$ cat src/rtl/loop_term_monitor_if.sv
// loop_term_monitor_if: result bus and valid/ready handshake between the loop monitor and its checker.
interface loop_term_monitor_if #(parameter int W = 13, CNT_W = 16);
   logic res_valid, res_ready, viol;
   logic [W-1:0] res_i, res_j, res_k, res_n;
   logic [CNT_W-1:0] iter_cnt;
   logic [1:0] exit_cause;
   modport master(output res_valid, res_i, res_j, res_k, res_n, iter_cnt, exit_cause, viol, input res_ready);
   modport slave(input res_valid, res_i, res_j, res_k, res_n, iter_cnt, exit_cause, viol, output res_ready);
endinterface

$ cat src/rtl/loop_term_monitor.sv
// loop_term_monitor: detects loop exit, latches final counters and checks the invariant.
// Defining LOOP_MON_STICKY_VIOL_EN keeps viol set across runs until reset.
module loop_term_monitor #(
   parameter int W = 13, J_LIMIT = 4855, CNT_W = 16, TIMEOUT = 4096
) (
   input  logic clk,
   input  logic rst,
   input  logic start,
   input  logic [W-1:0] i_in,
   input  logic [W-1:0] j_in,
   input  logic [W-1:0] k_in,
   input  logic [W-1:0] n_in,
   output logic busy,
   loop_term_monitor_if.master res
);
   localparam logic [1:0] IDLE = 2'd0, RUN = 2'd1, EVAL = 2'd2, HOLD = 2'd3;
   logic [1:0] state;
   logic [W-1:0] i_prev;
   logic [CNT_W-1:0] timer;
   logic e_i, e_j, timed_out, go, new_viol;
   logic [W:0] lhs;
   logic [W+1:0] rhs;
   always_comb begin
      e_i = i_in > n_in;
      e_j = j_in > W'(J_LIMIT);
      timed_out = timer == CNT_W'(TIMEOUT - 1);
      go = start && (state == IDLE || (state == HOLD && res.res_ready));
      lhs = {res.res_n, 1'b0};
      rhs = (W+2)'(res.res_k) + (W+2)'(res.res_j) + (W+2)'(res.res_i);
      new_viol = (res.res_i > res.res_n) && ((W+2)'(lhs) >= rhs);
   end
   assign busy = state != IDLE;
   always_ff @(posedge clk or negedge rst) begin
      if (!rst) begin
         state <= IDLE;
         i_prev <= '0;
         timer <= '0;
         res.res_valid <= 1'b0;
         res.res_i <= '0;
         res.res_j <= '0;
         res.res_k <= '0;
         res.res_n <= '0;
         res.iter_cnt <= '0;
         res.exit_cause <= 2'b00;
         res.viol <= 1'b0;
      end else if (go) begin
         state <= RUN;
         res.res_valid <= 1'b0;
         res.iter_cnt <= '0;
         timer <= '0;
         i_prev <= i_in;
      end else begin
         case (state)
            RUN: begin
               timer <= &timer ? timer : timer + CNT_W'(1);
               if (i_in != i_prev && !(&res.iter_cnt)) res.iter_cnt <= res.iter_cnt + CNT_W'(1);
               i_prev <= i_in;
               // a timeout leaves both exit flags low, so exit_cause naturally reads 00
               if (e_i || e_j || timed_out) begin
                  res.res_i <= i_in;
                  res.res_j <= j_in;
                  res.res_k <= k_in;
                  res.res_n <= n_in;
                  res.exit_cause <= {e_j, e_i};
                  state <= EVAL;
               end
            end
            EVAL: begin
`ifdef LOOP_MON_STICKY_VIOL_EN
               res.viol <= res.viol | new_viol;
`else
               res.viol <= new_viol;
`endif
               res.res_valid <= 1'b1;
               state <= HOLD;
            end
            HOLD: if (res.res_ready) begin
               res.res_valid <= 1'b0;
               state <= IDLE;
            end
            default: ;
         endcase
      end
   end
endmodule

$ cat src/flat_wrapper.sv
// flat-port wrapper written by rule: the top's interface ports become plain ports
module loop_term_monitor_flat 
#(
   parameter int W = 13, J_LIMIT = 4855, CNT_W = 16, TIMEOUT = 4096
)
  (clk, rst, start, i_in, j_in, k_in, n_in, busy, res_res_valid, res_res_i, res_res_j, res_res_k, res_res_n, res_iter_cnt, res_exit_cause, res_viol, res_res_ready);
  loop_term_monitor_if #(.W(W), .CNT_W(CNT_W)) res_i ();
  input  logic clk;
  input  logic rst;
  input  logic start;
  input  logic [W-1:0] i_in;
  input  logic [W-1:0] j_in;
  input  logic [W-1:0] k_in;
  input  logic [W-1:0] n_in;
  output logic busy;
  output wire logic [$bits(res_i.res_valid)-1:0] res_res_valid;
  output wire logic [$bits(res_i.res_i)-1:0] res_res_i;
  output wire logic [$bits(res_i.res_j)-1:0] res_res_j;
  output wire logic [$bits(res_i.res_k)-1:0] res_res_k;
  output wire logic [$bits(res_i.res_n)-1:0] res_res_n;
  output wire logic [$bits(res_i.iter_cnt)-1:0] res_iter_cnt;
  output wire logic [$bits(res_i.exit_cause)-1:0] res_exit_cause;
  output wire logic [$bits(res_i.viol)-1:0] res_viol;
  input wire logic [$bits(res_i.res_ready)-1:0] res_res_ready;
  assign res_res_valid = res_i.res_valid;
  assign res_res_i = res_i.res_i;
  assign res_res_j = res_i.res_j;
  assign res_res_k = res_i.res_k;
  assign res_res_n = res_i.res_n;
  assign res_iter_cnt = res_i.iter_cnt;
  assign res_exit_cause = res_i.exit_cause;
  assign res_viol = res_i.viol;
  assign res_i.res_ready = res_res_ready;
  loop_term_monitor #(.W(W), .J_LIMIT(J_LIMIT), .CNT_W(CNT_W), .TIMEOUT(TIMEOUT)) u_core (.clk(clk), .rst(rst), .start(start), .i_in(i_in), .j_in(j_in), .k_in(k_in), .n_in(n_in), .busy(busy), .res(res_i));
endmodule
$ cat config.mk
export PLATFORM = sky130hd
export DESIGN_NAME = loop_term_monitor_flat
export DESIGN_NICKNAME = d
export VERILOG_FILES = /design/src/rtl/loop_term_monitor_if.sv /design/src/rtl/loop_term_monitor.sv /design/src/flat_wrapper.sv
export SDC_FILE = /design/constraint.sdc
export NUM_CORES = 1
export LEC_CHECK = 0
export ABC_AREA = 1
export BUFFER_PORTS_ARGS = -buffer_cell sky130_fd_sc_hd__buf_2
export CAP_MARGIN = 10
export CORE_MARGIN = 5
export CORE_UTILIZATION = 39
export CTS_CLUSTER_DIAMETER = 60
export DETAILED_ROUTE_END_ITERATION = 8
export PLACE_DENSITY = 0.66
export SYNTH_ARGS = -nofsm -noshare
export SYNTH_HDL_FRONTEND = slang
export SYNTH_SLANG_ARGS = --single-unit
$ cat constraint.sdc
create_clock -name clk -period 6.5 [get_ports clk]
set_input_delay 1.3 -clock clk [delete_from_list [all_inputs] [get_ports clk]]
set_output_delay 1.3 -clock clk [all_outputs]
set_load 0.02 [all_outputs]
==> impl.org, run 1 <==
** Finish
- Filler-free cell count of the finished design :: 1275
- The library cells used most frequently in the layout, excluding fill and tap cells, are nand2_1 (240), buf_2 (127), inv_1 (106).
- Area Overhead vs Synth :: 15.4%
- Final standard cell area without fillers :: 8250 um2
- Sequential Area :: 2580 um2
- In the final layout, the multi-input gates occupy 4010 um2.
- Number of nets in the layout :: 1172
- Final Core Density :: 45.8%
- The number of antenna diodes in the final layout is 0.
- FILL cells :: 1862
- Share of cells above drive strength 1 :: 16.3%
- Leaving out fill and tap cells, the most frequent cell in the layout is nand2_1.

** Pwr
- Clock power frac :: 10.5%
- Dividing total power by cell area gives a power density of 623 nW/um2.
- Sequential cells burn 23.8% of the power.
- The design draws 5.14 mW.
- Switching share of power :: 52.2%
- Maximum vdd ir drop :: 0.000301 V
- Logic gate share of total power :: 65.6%
- Switch Pwr :: 2.68 mW
- Cell internal power was estimated by the tool at 2.46 mW.
- Leakage :: 4.40 nW

** Critical path
- CP startpoint kind :: register
- Arrival time reported for the critical path endpoint :: 4490 ps
- Required time of the critical path :: 6760 ps
- Reg2Reg Capture Point :: u_core.res.viol
- The worst setup path is of the register to register kind.
- Cells on worst reg2reg path :: 27
- The worst setup path is captured at a register.
- Slack of the worst reg-to-reg path :: 2260 ps
- Worst-path fanout max :: 5
- RR Startpoint :: u_core.res.res_k[0]

** Synthesis
- After synthesis, the share of flip-flops with an asynchronous set or reset is 100%.
- Warning count from the yosys run :: 0
- The synthesized design contains 103 register bits.
- After Yosys synthesis, and, or, nand and nor cells account for 25.6% of the synthesized area.
- After synthesis the cells add up to 7150 um2.
- After synthesis, the share of cell area in mux cells is 0%.
- The synthesized netlist devotes 6.86% of its cell area to XOR and XNOR gates.
- Post-Syn Instances :: 922
- The synthesized design contains 0 enable-type register cells.
- Post-synthesis compound-gate area fraction :: 10.3%
- Avg Synthesized Cell Area :: 7.76 um2
- Post-synthesis share of cell area spent on full adders, half adders and majority gates :: 13.3%
- Number of nets in the synthesized netlist :: 1053
- Dominant combinational cell family by area after synthesis :: simple AND/OR/NAND/NOR gates
- Number of library cell types mapped by synthesis :: 43
- The most used flip-flop cell after synthesis is dfrtp_1.
- Sequential cells were found to cover 36.0% of the synthesized design area.

** Hold path
- In this run the most critical hold path is launched from u_core.res.res_valid.
- End of the worst hold path :: u_core.res.res_valid
- Number of instances on the worst hold path :: 2
- Tightest Hold Check Type :: register to register

** Clock network
- In this run, CTS created clock tree buffers numbering 9.
- For this design, the CTS-stage hold fixing added 0 buffers.
- Clk slew on worst S/H paths :: 80 ps
- Total setup buffers inserted after CTS :: 0
- Worst-skew pair later-pin latency :: 360 ps
- Buffers from clock root to sink, at most :: 2
- Clock tree synthesis selected as its root buffer the cell clkbuf_16.
- Resized Gates After CTS :: 0
- The clock drives 103 sinks.
- CTS HTree Levels :: 3
- TritonCTS built the clock tree.

** STA
- Portion of the clock cycle consumed by the worst path in the final layout :: 65.2%
- Clk_skew :: 12.3 ps
- Setup repair after global routing left no endpoint under its margin.
- Rel. slew slack :: 35.4%
- Number of failing hold endpoints at the final stage :: 0
- The clock period could shrink to 4240 ps.
- Setup violations remaining at the end of the flow were counted as 0.
- PnR worst setup slack :: 2260 ps
- The max-slew violation count is 0.
- FMAX :: 0.236 GHz
- Adding up every negative setup slack in the final design gives 0 ps.
- For the pin with the worst max-slew slack, the measured transition is 969 ps.
- Smallest hold slack :: 500 ps

** Route
- Drt total wl :: 19.4 mm
- Via count :: 6503
- In the routed design, unresolved DRC markers number 0.
- Dividing the detail-routed via count by the number of cells gives 5.10.
- Antenna-violating nets left :: 0
- The detailed router finished its first iteration with 370 violations.
- Mean routed wirelength per cell :: 15.2 um
- DRT Pass-1 Iters :: 5

** Floorplanning
- Pin placement for this block handled 129 I/O pins.
- Number of rows created at floorplan :: 49
- X dimension of the die :: 145 um
- The die covers 21100 um2.
- In this run the vertical extent of the chip is 145 um.
- The initial utilization of the core area, before any placement, comes to 39.7%.
- The total area inside the core boundary comes to 18000 um2.

** Place
- Timing analysis after detailed placement gives a worst setup slack of 2110 ps.
- Detailed placement ended at an HPWL of 15.2 mm.
- Placed instance area :: 7960 um2
- Input and output buffers added on the ports amount to 128.
- Final estimated routing congestion in global placement :: 0.882
- Dpl cells :: 1259

** Flow run
- Across the run, the number of max-cap violations was 0.

** Global routing
- Wire length of the first global-routing pass :: 31.9 mm
- Pin count of the biggest net entering global routing :: 76
- Global routing used 18.1% of the available tracks.
- Overflow left after global routing :: 0
- Vias in the first global route :: 6204
- The initial antenna violation count came to 1.

** Run status
- Run status :: complete, no violations
kinds of logic after synthesis:
| kind of cell | count (synthesis) |
|---|---|
| AOI/OAI and AO/OA | 128 |
| xor gates and xnor gates | 56 |
| adders and majority gates | 75 |
| buffers and inverters | 135 |
| DFF | 103 |
| and+or+nand+nor | 425 |
power groups by stage:
stage	Sequential [mW]	Combinational [mW]	Clock, mW
floorplan	1.38	2.35	0
global placement	1.23	3.30	0
detailed placement	1.24	3.37	0
CTS	1.23	3.40	0.558
global route	1.27	3.86	0.581
finish	1.22	3.37	0.541
sequential cells by signal, summed over array words and instances (netlist names):
signal and count:
u_core.timer 16, u_core.res.res_i 13, u_core.state 2, u_core.res.iter_cnt 16, u_core.res.res_valid 1, u_core.res.res_n 13
u_core.i_prev 13, u_core.res.viol 1, u_core.res.res_k 13, u_core.res.exit_cause 2, u_core.res.res_j 13
final cells by class:
type	count	area share (%)
clock buffers	9	2.73
clock inverters	7	0.773
inverters	112	5.09
multi-input cells	684	48.6
flip-flops and latches	103	31.2
well taps	229	3.47
repair buffers	131	8.07
worst max-delay path by stage:
stage	depth (start not counted)	slack, ps	to	startpoint
finish	27	2260	u_core.res.viol	u_core.res.res_k[0]
global route	27	1830	u_core.res.viol	u_core.res.res_k[0]
CTS	27	2240	u_core.res.viol	u_core.res.res_k[0]
detailed placement	13	2110	u_core.res.res_n[4]	n_in[2]
global placement	13	2160	u_core.res.res_n[3]	n_in[2]
floorplan	27	2660	u_core.res.viol	u_core.res.res_j[0]
per-layer routing:
layer	vias up	wire length (um)	GRT usage (%)
met5	-	7	0
met4	2	312	4.90
met3	22	828	2.96
met2	143	9570	31.0
met1	3065	8690	23.9
li1	3271	-	-
synth_stat cells, types with 2 or more instances:
cell / count / share of area (%)
xor2_1: 43 / 5.3
nand2_1: 240 / 13
a31oi_1: 4 / 0.35
nand4_1: 13 / 1.1
nand2_2: 4 / 0.35
o31ai_1: 8 / 0.84
a21oi_1: 40 / 2.8
o21ai_2: 4 / 0.49
buf_1: 2 / 0.10
inv_1: 106 / 5.6
nor2_2: 2 / 0.17
o21ai_1: 33 / 2.3
nor4_1: 5 / 0.44
dfrtp_1: 103 / 36
clkbuf_1: 7 / 0.37
ha_1: 73 / 13
nand3_1: 86 / 6.0
o21ai_0: 24 / 1.7
a21o_1: 2 / 0.21
xnor2_1: 13 / 1.6
buf_2: 8 / 0.56
o21bai_1: 3 / 0.31
fa_1: 2 / 0.56
buf_6: 6 / 0.94
nor2_1: 48 / 2.5
nand3b_1: 2 / 0.21
o21a_1: 3 / 0.31
inv_2: 6 / 0.31
nor3_1: 18 / 1.3
worst max-delay path: stages, from the launching register on:
cell      delay [ps]
dfrtp_1          400
ha_1             210
inv_1             70
fa_1             410
nand3b_1         200
and2_1           190
inv_1             90
a21oi_1           70
nor2_1            80
nor2_1            50
xor2_1           120
inv_1             80
ha_1             370
nand2_1          100
o21ai_0          320
a31oi_1          140
xor2_1           170
ha_1             270
nand2_1           90
inv_1             50
a221oi_1         220
nand2_1          110
nand2_1           60
nand2_1           50
nand2_1           50
nand2_1           60
nand2_1           60
nand2_1           50
Power figures use the tool's default switching activity.
==> run 2, diff against run 1 <==
Clock period 6.5 ns to 4.1 ns, I/O delays scaled along.
==> run 2 against run 1 <==
Clock power up 78%. Sequential power increased by 60%. Register-to-register slack worse by 1900 ps. First-iteration DRC count is 6.8% lower. Sequential share of layout area shrank 0.45 points. Routed wire length is 0.64% lower. Via count fell by 1.3%. Critical endpoint unchanged.
==> impl.org, run 2 (same netlist as run 1, synthesis figures left out) <==
** Critical path
- Slowest stage delay, CP :: 370 ps (-40 ps)
- Cells on worst reg2reg path :: 25 (-7.4%)
- STA classifies the critical path endpoint as a register.
- Worst-path fanout max :: 4 (-1)
- Most common cell type on the critical path :: nand2_1
- Required time of the critical path :: 4350 ps (-2410 ps)
- CP Class :: register to register
- Arrival time reported for the critical path endpoint :: 3990 ps (-500 ps)
- The largest individual stage delay along the critical path comes from the cell dfrtp_1.
- CP startpoint kind :: register

** Place
- The placer's final routability congestion estimate was 0.882 (unchanged).
- Placed instance area :: 8000 um2 (+0.44%)
- Dpl cells :: 1262 (+0.24%)
- Detailed-placement wirelength estimate :: 14.9 mm (-1.8%)
- Total of buffers placed on input and output ports :: 128 (unchanged)

** Finish
- The largest registers in the layout are u_core.res.iter_cnt (16), u_core.timer (16).
- Relative to the synthesized area, the layout overhead comes to 17.1%.
- Number of nets in the layout :: 1176 (+0.34%)
- The final design instance area without fill is 8370 um2 (+1.5%).
- FILL cells :: 1802 (-3.2%)
- Share of cells above drive strength 1 :: 17.3% (+1.1 points)
- The number of standard cells in the layout, taps in and fillers out was 1280 (+0.39%).
- Leaving out fill and tap cells, the most frequent cell in the layout is nand2_1.
- Leaving out fill and tap cells, the most frequent cells in the layout are nand2_1 (240), buf_2 (127), inv_1 (106).

** Flow run
- The number of max-cap violations is 0 (unchanged).

** STA
- The tightest slew margin relative to the limit was 64.9% (+30 points).
- The highest achievable clock rate came to 0.267 GHz (+13%).
- The final-report hold violation count is 0 (unchanged).
- The max-slew violation count was 0 (unchanged).
- Slew at the pin closest to its max-slew limit :: 525 ps (-445 ps)
- The maximum clock skew at final layout came to 12.1 ps (-0.155 ps).
- Final min period :: 3740 ps (-494 ps)
- The total of endpoints with negative setup slack in the final report came to 0 (unchanged).
- Portion of the clock cycle consumed by the worst path in the final layout :: 91.3% (+26 points)
- The worst hold slack across all endpoints is 360 ps (-140 ps).

** Hold path
- In this run the worst hold path is classified as input pin to asynchronous set/reset pin.

** Pwr
- The standby leakage power is 4.45 nW (+1.0%).
- Maximum vdd ir drop :: 0.000678 V (+120%)
- Total power divided by cell area :: 988 nW/um2 (+59%)

** Route
- Via count :: 6420 (-1.3%)
- The number of DRC violations after detailed routing was 0 (unchanged).
- The starting DRC count in detailed routing is 345 (-6.8%).
- The first-pass detailed-route iteration total is 5 (unchanged).
- Mean routed wirelength per cell :: 15.1 um (-1.0%)
- Drt via density :: 5.02 (-1.7%)
- The post-detailed-route count of antenna-violating nets is 0 (unchanged).
- The wire length reported by the detailed router is 19.3 mm (-0.64%).

** Floorplanning
- The placeable core region was 18000 um2 (unchanged).
- The horizontal die dimension came to 145 um (unchanged).
- The area of the die is 21100 um2 (unchanged).
- IO Count :: 129 (unchanged)
- Die span in y :: 145 um (unchanged)
- Number of rows created at floorplan :: 49 (unchanged)
- Initial Utilization :: 39.7% (unchanged)

** Clock network
- CTS HTree Levels :: 3 (unchanged)
- Number of hold-repair buffers added at the cts stage :: 0 (unchanged)
- Worst-skew pair later-pin latency :: 360 ps (about the same)
- Clk slew on worst S/H paths :: 80 ps (about the same)
- CTS sink count :: 103 (unchanged)
- The maximum clock insertion buffer count came to 2 (unchanged).
- The number of buffers added by the clock tree synthesis step was 9 (unchanged).
- In this run the clock root is driven by a clkbuf_16.
- TritonCTS clock tree :: yes

** Global routing
- The largest net degree at the start of global routing came to 80 (+5.3%).
- Wire length of the first global-routing pass :: 31.4 mm (-1.7%)
- The leftover overflow at the end of global routing is 0 (unchanged).
- Vias in the first global route :: 6135 (-1.1%)
- The global routing usage summed across all routing layers came to 17.8% (-0.33 points).
- The initial antenna violation count is 0 (-1).

** Run status
- The flow ran to the end, and the final reports show no timing, DRC or antenna violations.
[run 2: changes by cell type in the layout (fill, tap and decap cells not counted), moves of 2 or more]
cell,previous run,this run
buf_4,4,7
a21oi_1,40,38
ha_1,73,71
bufinv_16,0,2
a21oi_2,0,2
[run 2: critical path: cells and delay by family, from the launching register on]
| kind | cells | cell delay, ps |
|---|---|---|
| adder cells (fa/ha/maj) | 4 | 1130 |
| AO/OA/AOI/OAI | 5 | 740 |
| AND/OR/NAND/NOR | 11 | 940 |
| flip-flops | 1 | 370 |
| buffers and inverters | 3 | 150 |
| XOR/XNOR | 2 | 310 |
[run 2: what timing repair did]
item / in CTS / in global routing
setup endpoints to repair: 0 / 1
gates resized for setup: 0 / 10
buffers inserted: 0 / 1
[run 2: worst paths after layout]
check                                              start                        to  slack (ps)
worst max-delay path                 u_core.res.res_k[0]           u_core.res.viol         360
worst min-delay path                                 rst    u_core.res.iter_cnt[1]         360
worst max register to register       u_core.res.res_k[0]           u_core.res.viol         360
worst min register to register  u_core.res.exit_cause[1]  u_core.res.exit_cause[1]         490
max in group asynchronous                            rst       u_core.res.res_i[5]        2970
min in group clk                u_core.res.exit_cause[1]  u_core.res.exit_cause[1]         490
[run 2: through the flow]
stage               utilization (%)  setup WS, ps  setup TNS, ps  power, mW
detailed placement             44.4           129              0       7.23
floorplan                         -           264              0       5.90
finish                         46.5           358              0       8.28
global route                   46.4        -0.851         -0.851       9.16
global placement               44.4           201              0       7.10
CTS                            46.2           100              0       8.23
[run 2: power by group]
part / internal [mW] / switching [mW] / leakage, nW / total, mW
Clock: 0.543 / 0.421 / 0.154 / 0.965
Combinational: 2.09 / 3.27 / 2.97 / 5.36
Sequential: 1.45 / 0.498 / 1.33 / 1.95
Total: 4.09 / 4.19 / 4.45 / 8.28
[run 2: layout make-up]
class	count	area, um2	share of cell area, %
multi-input combinational	684	4050	48.4
sequential	103	2580	30.8
timing repair buffer	135	708	8.46
inverter	112	420	5.02
tap	229	287	3.42
clock buffer	9	225	2.69
clock inverter	7	104	1.24
antenna	1	2.50	0.0299
[run 2: metal layers]
layer,up-vias,GRT usage (%),routed length [um],part of all wire [%]
met3,20,3.52,855,4.4
met5,-,0,0,0
met2,141,30.8,9430,49
li1,3281,-,-,-
met4,0,4.01,227,1.2
met1,2978,23.1,8770,45
